File: src/rtl/chunked_addsub_unit_if.sv
// Handshake and operand/result bundle for chunked_addsub_unit.
// The slave modport is the unit side; the master modport is the producer/consumer side.
interface chunked_addsub_unit_if #(
    parameter int unsigned WIDTH = 64
);
    logic             in_valid;
    logic             in_ready;
    logic [WIDTH-1:0] a;
    logic [WIDTH-1:0] b;
    logic             sub;
    logic             out_valid;
    logic             out_ready;
    logic [WIDTH-1:0] result;
    logic             cb;
    logic             overflow;
    logic             zero;
    logic             negative;

    modport slave (
        input  in_valid, a, b, sub, out_ready,
        output in_ready, out_valid, result, cb, overflow, zero, negative
    );

    modport master (
        output in_valid, a, b, sub, out_ready,
        input  in_ready, out_valid, result, cb, overflow, zero, negative
    );
endinterface

File: src/rtl/chunked_addsub_unit.sv
// Multi-cycle add/subtract, CHUNK bits per cycle LSB first, with carry held between cycles.
// Optional macro ADDSUB_SAT_EN clamps the result on signed overflow.
module chunked_addsub_unit #(
    parameter int unsigned WIDTH = 64,
    parameter int unsigned CHUNK = 16
) (
    input  logic                  i_clk,
    input  logic                  i_reset,
    chunked_addsub_unit_if.slave  io_bus
);
    localparam int unsigned N       = WIDTH / CHUNK;
    localparam int unsigned IdxW    = (N > 1) ? $clog2(N) : 1;
    localparam logic [IdxW-1:0] LastIdx = IdxW'(N - 1);
    localparam logic [WIDTH-1:0] SatMax = {1'b0, {(WIDTH-1){1'b1}}};
    localparam logic [WIDTH-1:0] SatMin = {1'b1, {(WIDTH-1){1'b0}}};

    typedef enum logic [1:0] {StIdle, StRun, StDone} state_e;

    state_e            r_state, w_state_next;
    logic [WIDTH-1:0]  r_a, r_b, r_result;
    logic              r_sub, r_carry;
    logic [IdxW-1:0]   r_idx;
    logic              r_cb, r_overflow, r_zero, r_negative;

    int unsigned       w_base;
    logic [CHUNK-1:0]  w_a_chunk, w_b_eff;
    logic [CHUNK:0]    w_sum;
    logic [WIDTH-1:0]  w_raw, w_final;
    logic              w_ovf, w_last, w_in_ready, w_out_valid;

    // Datapath for the current chunk step; w_raw is the result with this chunk merged in.
    always_comb begin
        w_base    = 32'(r_idx) * CHUNK;
        w_a_chunk = r_a[w_base +: CHUNK];
        w_b_eff   = r_sub ? ~r_b[w_base +: CHUNK] : r_b[w_base +: CHUNK];
        w_sum     = {1'b0, w_a_chunk} + {1'b0, w_b_eff} + (CHUNK+1)'(r_carry);
        w_raw     = r_result;
        w_raw[w_base +: CHUNK] = w_sum[CHUNK-1:0];
        w_last    = (r_idx == LastIdx);
        if (r_sub) begin
            w_ovf = (r_a[WIDTH-1] != r_b[WIDTH-1]) && (w_raw[WIDTH-1] != r_a[WIDTH-1]);
        end else begin
            w_ovf = (r_a[WIDTH-1] == r_b[WIDTH-1]) && (w_raw[WIDTH-1] != r_a[WIDTH-1]);
        end
`ifdef ADDSUB_SAT_EN
        // On overflow the true result has the sign of a.
        w_final = w_ovf ? (r_a[WIDTH-1] ? SatMin : SatMax) : w_raw;
`else
        w_final = w_raw;
`endif
    end

    always_comb begin
        w_state_next = r_state;
        w_in_ready   = 1'b0;
        w_out_valid  = 1'b0;
        case (r_state)
            StIdle: begin
                w_in_ready = 1'b1;
                if (io_bus.in_valid) w_state_next = StRun;
            end
            StRun: begin
                if (w_last) w_state_next = StDone;
            end
            StDone: begin
                w_out_valid = 1'b1;
                if (io_bus.out_ready) w_state_next = StIdle;
            end
            default: w_state_next = StIdle;
        endcase
    end

    always_ff @(posedge i_clk) begin
        if (i_reset) begin
            r_state    <= StIdle;
            r_a        <= '0;
            r_b        <= '0;
            r_sub      <= 1'b0;
            r_carry    <= 1'b0;
            r_idx      <= '0;
            r_result   <= '0;
            r_cb       <= 1'b0;
            r_overflow <= 1'b0;
            r_zero     <= 1'b0;
            r_negative <= 1'b0;
        end else begin
            r_state <= w_state_next;
            case (r_state)
                StIdle: begin
                    if (io_bus.in_valid) begin
                        r_a     <= io_bus.a;
                        r_b     <= io_bus.b;
                        r_sub   <= io_bus.sub;
                        r_carry <= io_bus.sub;
                        r_idx   <= '0;
                    end
                end
                StRun: begin
                    r_carry <= w_sum[CHUNK];
                    r_idx   <= r_idx + IdxW'(1);
                    if (w_last) begin
                        r_result   <= w_final;
                        r_cb       <= r_sub ? ~w_sum[CHUNK] : w_sum[CHUNK];
                        r_overflow <= w_ovf;
                        r_zero     <= (w_final == '0);
                        r_negative <= w_final[WIDTH-1];
                    end else begin
                        r_result <= w_raw;
                    end
                end
                default: ;
            endcase
        end
    end

    assign io_bus.in_ready  = w_in_ready;
    assign io_bus.out_valid = w_out_valid;
    assign io_bus.result    = r_result;
    assign io_bus.cb        = r_cb;
    assign io_bus.overflow  = r_overflow;
    assign io_bus.zero      = r_zero;
    assign io_bus.negative  = r_negative;
endmodule

File: src/flat_wrapper.sv
// flat-port wrapper written by rule: the top's interface ports become plain ports
module chunked_addsub_unit_flat 
#(
    parameter int unsigned WIDTH = 64,
    parameter int unsigned CHUNK = 16
)
  (i_clk, i_reset, io_bus_in_valid, io_bus_a, io_bus_b, io_bus_sub, io_bus_out_ready, io_bus_in_ready, io_bus_out_valid, io_bus_result, io_bus_cb, io_bus_overflow, io_bus_zero, io_bus_negative);
  chunked_addsub_unit_if #(.WIDTH(WIDTH)) io_bus_i ();
  input  logic i_clk;
  input  logic i_reset;
  input wire logic [$bits(io_bus_i.in_valid)-1:0] io_bus_in_valid;
  input wire logic [$bits(io_bus_i.a)-1:0] io_bus_a;
  input wire logic [$bits(io_bus_i.b)-1:0] io_bus_b;
  input wire logic [$bits(io_bus_i.sub)-1:0] io_bus_sub;
  input wire logic [$bits(io_bus_i.out_ready)-1:0] io_bus_out_ready;
  output wire logic [$bits(io_bus_i.in_ready)-1:0] io_bus_in_ready;
  output wire logic [$bits(io_bus_i.out_valid)-1:0] io_bus_out_valid;
  output wire logic [$bits(io_bus_i.result)-1:0] io_bus_result;
  output wire logic [$bits(io_bus_i.cb)-1:0] io_bus_cb;
  output wire logic [$bits(io_bus_i.overflow)-1:0] io_bus_overflow;
  output wire logic [$bits(io_bus_i.zero)-1:0] io_bus_zero;
  output wire logic [$bits(io_bus_i.negative)-1:0] io_bus_negative;
  assign io_bus_i.in_valid = io_bus_in_valid;
  assign io_bus_i.a = io_bus_a;
  assign io_bus_i.b = io_bus_b;
  assign io_bus_i.sub = io_bus_sub;
  assign io_bus_i.out_ready = io_bus_out_ready;
  assign io_bus_in_ready = io_bus_i.in_ready;
  assign io_bus_out_valid = io_bus_i.out_valid;
  assign io_bus_result = io_bus_i.result;
  assign io_bus_cb = io_bus_i.cb;
  assign io_bus_overflow = io_bus_i.overflow;
  assign io_bus_zero = io_bus_i.zero;
  assign io_bus_negative = io_bus_i.negative;
  chunked_addsub_unit #(.WIDTH(WIDTH), .CHUNK(CHUNK)) u_core (.i_clk(i_clk), .i_reset(i_reset), .io_bus(io_bus_i));
endmodule
File: config.mk
export PLATFORM = sky130hd
export DESIGN_NAME = chunked_addsub_unit_flat
export DESIGN_NICKNAME = d
export VERILOG_FILES = /design/src/rtl/chunked_addsub_unit_if.sv /design/src/rtl/chunked_addsub_unit.sv /design/src/flat_wrapper.sv
export SDC_FILE = /design/constraint.sdc
export NUM_CORES = 1
export LEC_CHECK = 0
export CORE_MARGIN = 5
export CORE_UTILIZATION = 50
export DETAILED_ROUTE_END_ITERATION = 16
export GPL_TIMING_DRIVEN = 0
export PLACE_DENSITY = 0.79
export SYNTH_ARGS = -nofsm -noshare
export SYNTH_HDL_FRONTEND = slang
export SYNTH_SLANG_ARGS = --single-unit
File: constraint.sdc
create_clock -name i_clk -period 7.1 [get_ports i_clk]
set_input_delay 1.065 -clock i_clk [delete_from_list [all_inputs] [get_ports i_clk]]
set_output_delay 1.065 -clock i_clk [all_outputs]
set_load 0.01 [all_outputs]
Word level (Yosys, flattened, before mapping)
Index checks and enable logic that the tools add are counted.

Logic and storage cells: 53. Flip-flop bits (word level): 202.

Shift operators: 4. Reduce and logical (&&, ||, !) cells: 9. Eq/ne operators: 9. Add/sub/neg operators: 4. Muxes and demuxes: 14. Bitwise gates (word level): 2.

Operator list (number): $shiftx A64 B7 Y16 (2); $bwmux W64 (1); $logic_not A64 Y1 (1); $shift A16 B34 Y64 const A (1); $shiftx A16 B34 Y64 (1); $neg A6 Y34 (1); $add A16 B16 Y17 (1); $add A17 B1 Y17 (1); $mux W16 (1); $not A16 Y16 (1); $mux W2 (4); $pmux W2 S3 (1); $reduce_and A2 Y1 (3); $mux W1 (5); $eq A2 B2 Y1 const B (2); $ne A2 B2 Y1 const B (2); $pmux W2 S2 (1); $reduce_and A3 Y1 (1); $add A2 B1 Y2 const B (1); $eq A2 B1 Y1 const B (1); $logic_and A1 B1 Y1 (2); $logic_not A2 Y1 (1); $ne A1 B1 Y1 (2); $ne A2 B1 Y1 const B (1); other kinds (4) (4).

Logic depth before layout (Yosys ltp)
Gate-level depths: netlist of the first run.

Word-level depth: 10. Depth in mapped cells: 14.

Least setup slack after synthesis of the first run
Ideal clock, no wire load.

Path kind: register to register. Start: register u_core.r_idx[0]. End: register u_core.r_zero (netlist: u_core.io_bus.zero). Data arrival time: 4.350 ns. Setup time: 0.084 ns. Required time: 7.016 ns. Clock period less this slack: 4.435 ns. Cell stages (with the launch flop): 15. Slack: 2.665 ns. Cells stage by stage: dfxtp_1 buf_6 buf_1 mux4_2 xnor2_1 fa_1 fa_1 nor2b_4 o31ai_2 a21o_1 a311o_2 a221oi_2 o2111ai_1 nand4b_1 o31ai_2.

Cells in the longest elaborated chain, start to end: 8. Elaborated cells between the ends (all ways): 13.

RTL lines: start: declaration (line chunked_addsub_unit.sv:22) `logic [IdxW-1:0] r_idx;`; start signal: assignment (line chunked_addsub_unit.sv:100) `r_idx <= r_idx + IdxW'(1);`; $shiftx A64 B7 Y16 (line chunked_addsub_unit.sv:35) `w_b_eff = r_sub ? ~r_b[w_base +: CHUNK] : r_b[w_base +: CHUNK];`; $not A16 Y16 (line chunked_addsub_unit.sv:35); $mux W16 (line chunked_addsub_unit.sv:35); $add A16 B16 Y17 (line chunked_addsub_unit.sv:36) `w_sum = {1'b0, w_a_chunk} + {1'b0, w_b_eff} + (CHUNK+1)'(r_carry);`; $add A17 B1 Y17 (line chunked_addsub_unit.sv:36); $shiftx A16 B34 Y64 (line chunked_addsub_unit.sv:38) `w_raw[w_base +: CHUNK] = w_sum[CHUNK-1:0];`; $bwmux W64 (line chunked_addsub_unit.sv:38); $logic_not A64 Y1 (line chunked_addsub_unit.sv:105) `r_zero <= (w_final == '0);`; end signal: assignment (line chunked_addsub_unit.sv:105); end: declaration (line chunked_addsub_unit.sv:23) `logic r_cb, r_overflow, r_zero, r_negative;`.

Several ways; a longest one is shown, not always the timed one. A chain may end at the register's enable or synchronous reset.

Final worst setup path of the first run
Same ends and word-level chain as after synthesis.

==> results.json, run 1 <==
{
  "status": "finished clean",
  "cts_tree": "built",
  "gp_congestion": 0.9483,
  "core_area_um2": 18090,
  "crit_chain": "buf_6, buf_1, mux4_2, xnor2_1, fa_1, fa_1, nor2b_4, o31ai_2, a21o_1, a311o_2, a221oi_2, o2111ai_1, nand4b_1, o31ai_2",
  "synth_top_family_by_area": "simple AND/OR/NAND/NOR gates",
  "wl_per_cell_um": 19.35,
  "rsz0062_at_grt": "no",
  "worstHoldStart": "u_core.r_a[47]",
  "hold_path_class": "flop to flop",
  "hpwl_mm": 22.78,
  "cp.arrival_ns": 5.56,
  "fin_nets": 1468,
  "io_buffers": 201,
  "grt_pass1_wl_mm": 46.60,
  "synthDistinctLibCells": 67,
  "syn_inst": 1088,
  "synth-simple-area-share_pct": 19.72,
  "yosys_warnings": 0,
  "die_h_um": 146.1,
  "clk_latency_ns": 0.51,
  "synth_xor_area_share_pct": 2.080,
  "drive_above_1_share_pct": 7.310,
  "synthTopCellsByArea": "dfxtp_1 44%, nand2_1 11%, a21oi_1 8.5%, mux4_2 7.8%, a22oi_1 5.0%",
  "ctsHoldBuffers": 0,
  "worstPathMaxFanout": 10,
  "io_pins": 203,
  "diodes": 0,
  "finalSetupViolCount": 0,
  "yosys-mux-area-fraction_pct": 8.104,
  "postCtsSetupBuffers": 0,
  "ctsLongestPathBuffers": 3,
  "required_ns": 7.52,
  "ant_nets": 0,
  "grt_max_degree": 14,
  "ys.flop_type": "dfxtp_1",
  "grt_overflow": 0,
  "final_common_cell": "nand2_1",
  "yosysTopAreaCell": "dfxtp_1",
  "cpLargestDelayFamily": "compound AO/OA/AOI/OAI gates",
  "startpoint_type": "flop",
  "yosys.area_share.adder_pct": 3.269,
  "critical-path-slowest-cell": "buf_1",
  "skew_ns": 0.01412,
  "max_stage_delay_ns": 0.65,
  "cts_root_buf": "clkbuf_16",
  "route.detailed.drc": 0,
  "final_cell_mix": "279 x nand2_1, 202 x dfxtp_1, 201 x clkdlybuf4s50_1, 157 x a21oi_1, 90 x nor2_1",
  "max_freq_mhz": 194.6,
  "total_power_mw": 2.855,
  "synth_fp_nets": 1244,
  "cts_sinks": 202,
  "area_growth_pct": 32.14,
  "hold_viol": 0,
  "grt_util_all_layers_pct": 26.90,
  "initial_core_util_pct": 51.22,
  "vias": 9133,
  "fin_crit_ns": 5.138,
  "crit_type": "flop to flop",
  "cap_viol_max_count": 0,
  "drt_iter0_drc": 845,
  "endpoint_kind": "flop",
  "tightest_slew_ns": 0.9543,
  "pwr_density_cell_nw_per_um2": 233.2,
  "p_leak_nw": 4.496,
  "fin_crit_sh_pct": 72.37,
  "antenna_found_initial": 0,
  "htree_levels": 1,
  "synth_edf_count": 0,
  "fp.dieW_um": 146.1,
  "ys_seq_area_share_pct": 43.65,
  "reg2reg_from": "u_core.r_idx[0]",
  "avgSynthCellArea_um2": 8.515,
  "ys_seq_elements": 202,
  "tns_ns": 0,
  "crit_start": "u_core.r_idx[0]",
  "grt_pass1_vias": 8682,
  "async_flop_share_pct": 0,
  "slew_headroom_pct": 36.17,
  "cts_buffers": 21,
  "wirelength_mm": 30.11,
  "die-area_um2": 21350,
  "clk_pin_slew_worst_paths_ns": 0.07,
  "irDropWorstVdd_v": 0.0001678,
  "vias_per_cell": 5.870,
  "timing.critical_path.buf_inv": 2,
  "cts_resized": 0,
  "final-max-slew-violation-count": 0,
  "synth_area_um2": 9264,
  "row_count": 49,
  "yosysTopAreaCellShare_pct": 43.65,
  "drtPass1Iterations": 5,
  "synth-compound-area-share_pct": 19.18
}
path summary, 6_finish.rpt:
check	endpoint	slack, ns	depth (start not counted)
worst max-delay path	u_core.io_bus.zero	1.96	14
worst min-delay path	u_core.r_a[47]	0.45	2
worst max register to register	u_core.io_bus.zero	1.96	14
worst min register to register	u_core.r_a[47]	0.45	2
worst min-delay path: stages (launching register included):
cell and delay (ns):
dfxtp_1 0.31, nand2_1 0.05, a21oi_1 0.05
stage by stage:
| stage | std cells | worst slack [ns] | hold slack, ns | util [%] | cell area [um^2] |
|---|---|---|---|---|---|
| 6_report | 1556 | 1.962 | 0.4540 | 67.69 | 12240 |
| 3_3_place_gp | 1518 | 1.990 | 0.4395 | 63.93 | 11560 |
| 4_1_cts | 1556 | 1.955 | 0.4526 | 67.69 | 12240 |
| 2_1_floorplan | 1088 | 2.665 | 0.4331 | - | 9264 |
| 3_5_place_dp | 1518 | 1.969 | 0.4446 | 63.93 | 11560 |
| 5_1_grt | 1556 | 1.658 | 0.4668 | 67.69 | 12240 |
per-layer routing:
layer	wire, um	track usage [%]	vias to the layer above	share of wire, %
li1	-	-	4276	-
met1	12490	35.90	4296	41
met2	13720	43.52	468	46
met3	2594	5.454	93	8.6
met4	1302	9.972	0	4.3
met5	0	0	-	0
area by class of cell:
class / count / area, um^2
buffer: 76 / 321.6
clock buffer: 33 / 650.6
clock inverter: 5 / 28.78
fill: 1429 / 5844
inverter: 13 / 48.80
multi-input combinational: 797 / 4850
sequential: 202 / 4044
tap: 229 / 286.5
timing repair buffer: 201 / 2012
logic make-up (layout without fill, tap and decap cells):
kind of cell / count (synthesis) / after routing
compound gates: 283 / 283
xor+xnor: 22 / 22
fa+ha+maj: 23 / 23
buf+inv: 89 / 328
flops: 202 / 202
mux: 35 / 35
simple gates: 434 / 434
registers in the layout (all words and copies together), names as in the netlist:
| register | flops |
|---|---|
| u_core.r_b | 64 |
| u_core.io_bus.negative | 1 |
| u_core.io_bus.cb | 1 |
| u_core.io_bus.zero | 1 |
| u_core.r_carry | 1 |
| u_core.r_idx | 2 |
| u_core.r_a | 64 |
| u_core.io_bus.result | 64 |
| u_core.r_sub | 1 |
| u_core.io_bus.overflow | 1 |
| u_core.r_state | 2 |
where the power goes:
| part | switching [mW] | total, mW | internal [mW] |
|---|---|---|---|
| Clock | 0.455 | 1.08 | 0.629 |
| Sequential | 0.0337 | 1.22 | 1.19 |
| Combinational | 0.324 | 0.551 | 0.227 |
Yosys cell counts (all sizes together) (2+ instances only):
cell and instances:
a2111oi 3, a211o 2, a211oi 7, a21o 5, a21oi 159, a22oi 62
and2 7, buf 12, clkbuf 64, dfxtp 202, fa 2, ha 21
inv 13, mux2i 3, mux4 32, nand2 279, nand2b 5, nand3 6
nand3b 3, nand4 3, nand4bb 2, nor2 90, nor2b 4, nor3 12
nor4 14, o21a 6, o21ai 13, o22ai 2, o2bb2ai 2, o311a 2
o31a 3, o31ai 4, o41ai 2, or3 2, xnor2 4, xor2 18
No activity file was read; power rests on OpenSTA's default activity.
==> inputs of run 2 (changes only) <==
==> constraint.sdc (replaced) <==
create_clock -name i_clk -period 4.9 [get_ports i_clk]
set_input_delay 0.735 -clock i_clk [delete_from_list [all_inputs] [get_ports i_clk]]
set_output_delay 0.735 -clock i_clk [all_outputs]
set_load 0.01 [all_outputs]
==> run 2 against run 1 <==
Against the previous run: clock skew shrank 0.0071 ns; clock-buffer cell count unchanged; utilization up 0.055 points; first-iteration DRC count grew 9.0%; largest power group unchanged; highest routed layer unchanged.
==> results.json, run 2 (synthesis gave the netlist of run 1 again) <==
{
  "finalSetupViolCount": 0,
  "area_growth_pct": 32.25,
  "cts_sinks": 202,
  "vias_per_cell": 5.829,
  "grt_max_degree": 20,
  "fin_nets": 1467,
  "drive_above_1_share_pct": 7.692,
  "clkPwrFrac_pct": 37.9,
  "io_buffers": 201,
  "clk_latency_ns": 0.50,
  "slew_headroom_pct": 38.10,
  "irDropWorstVdd_v": 0.0002398,
  "htree_levels": 1,
  "worstPathMaxFanout": 10,
  "cp.arrival_ns": 5.07,
  "io_pins": 203,
  "p_leak_nw": 4.513,
  "rsz0062_at_grt": "no",
  "final-max-slew-violation-count": 0,
  "final_common_cell": "nand2_1",
  "grt_pass1_vias": 8662,
  "dpl_cell_area_um2": 11560,
  "wl_per_cell_um": 19.37,
  "drt_iter0_drc": 921,
  "cts_tree": "built",
  "finalInstanceArea_um2": 12250,
  "vias": 9064,
  "wirelength_mm": 30.12,
  "ctsLongestPathBuffers": 3,
  "power_frac_comb_pct": 19.4,
  "grt_overflow": 0,
  "hpwl_mm": 22.78,
  "diodes": 0,
  "tns_ns": 0,
  "fin_util_pct": 67.74,
  "endpoint_kind": "flop",
  "cts_buffers": 21,
  "route.detailed.drc": 0,
  "hold_path_class": "flop to flop",
  "tightest_slew_ns": 0.9285,
  "core_area_um2": 18090,
  "fin_crit_ns": 4.649,
  "fp.dieW_um": 146.1,
  "ant_nets": 0,
  "drtPass1Iterations": 5,
  "p_switching_mw": 1.182,
  "grt_pass1_wl_mm": 46.58,
  "final_cell_mix": "279 x nand2_1, 202 x dfxtp_1, 201 x clkdlybuf4s50_1, 157 x a21oi_1, 89 x nor2_1",
  "die_h_um": 146.1,
  "power.internal_mw": 2.961,
  "final_cells": 1555,
  "swShare_pct": 28.53,
  "pwr_density_cell_nw_per_um2": 338.2,
  "cts_root_buf": "clkbuf_16",
  "skew_ns": 0.006975,
  "grt_util_all_layers_pct": 26.89,
  "dpl.cell_count": 1518,
  "total_power_mw": 4.144,
  "fin_crit_sh_pct": 94.88,
  "hold_viol": 0,
  "die-area_um2": 21350,
  "row_count": 49,
  "ctsHoldBuffers": 0,
  "status": "finished clean",
  "cap_viol_max_count": 0,
  "seqPwrFrac_pct": 42.7,
  "antenna_found_initial": 0,
  "initial_core_util_pct": 51.22,
  "max_freq_mhz": 215.1,
  "gp_congestion": 0.9483,
  "crit_type": "flop to flop",
  "required_ns": 5.32,
  "startpoint_type": "flop",
  "clk_pin_slew_worst_paths_ns": 0.07
}
## run 2: worst max-delay path, cell delays in order, from the launching register on
cell and delay, ns:
dfxtp_1 0.39, clkbuf_1 0.35, clkbuf_2 0.38, mux4_2 0.40, xnor2_1 0.17, fa_1 0.46, fa_1 0.52, nor2b_4 0.18
o31ai_2 0.11, a21o_1 0.21, a311o_2 0.52, a221oi_2 0.29, o2111ai_1 0.13, nand4b_1 0.23, o31ai_2 0.23
## run 2: per-layer routing
| metal | vias up | part of all wire [%] | track usage, % |
|---|---|---|---|
| met5 | - | 0 | 0 |
| met4 | 0 | 4.2 | 9.548 |
| met3 | 98 | 8.6 | 5.423 |
| met2 | 460 | 46 | 43.55 |
| met1 | 4249 | 41 | 36.04 |
| li1 | 4257 | - | - |
## run 2: timing repair
action                     4_1_cts  5_1_grt
setup buffers                    0        0
setup endpoints to repair        3       12
gates resized for setup          0        8
pin swaps                        0        0
## run 2: path summary, 6_finish.rpt
kind         slack, ns            start                 end  cells past startpoint
max               0.25  u_core.r_idx[1]  u_core.io_bus.zero                     14
max reg2reg       0.25  u_core.r_idx[1]  u_core.io_bus.zero                     14
min               0.45   u_core.r_a[16]      u_core.r_a[16]                      2
min reg2reg       0.45   u_core.r_a[16]      u_core.r_a[16]                      2
## run 2: power groups by stage
stage,clock [mW],sequential [mW],combinational (mW)
after global routing,1.64,1.77,0.860
after global placement,0,1.80,0.767
after CTS,1.57,1.77,0.786
after floorplan,0,1.79,0.460
after detailed placement,0,1.80,0.781
final,1.57,1.77,0.803
## run 2: cell type report
| cell class | count | area, um^2 |
|---|---|---|
| buffer | 75 | 321.6 |
| clock buffer | 33 | 650.6 |
| clock inverter | 5 | 28.78 |
| fill | 1432 | 5834 |
| inverter | 13 | 48.80 |
| multi-input combinational | 797 | 4860 |
| sequential | 202 | 4044 |
| tap | 229 | 286.5 |
| timing repair buffer | 201 | 2012 |
## run 2: stage by stage
stage / hold WS, ns / setup slack (ns)
floorplan: 0.4331 / 0.4654
global placement: 0.4395 / -0.2103
detailed placement: 0.4446 / -0.2310
CTS: 0.4526 / 0.002840
global route: 0.4668 / 0.03783
finish: 0.4543 / 0.2508
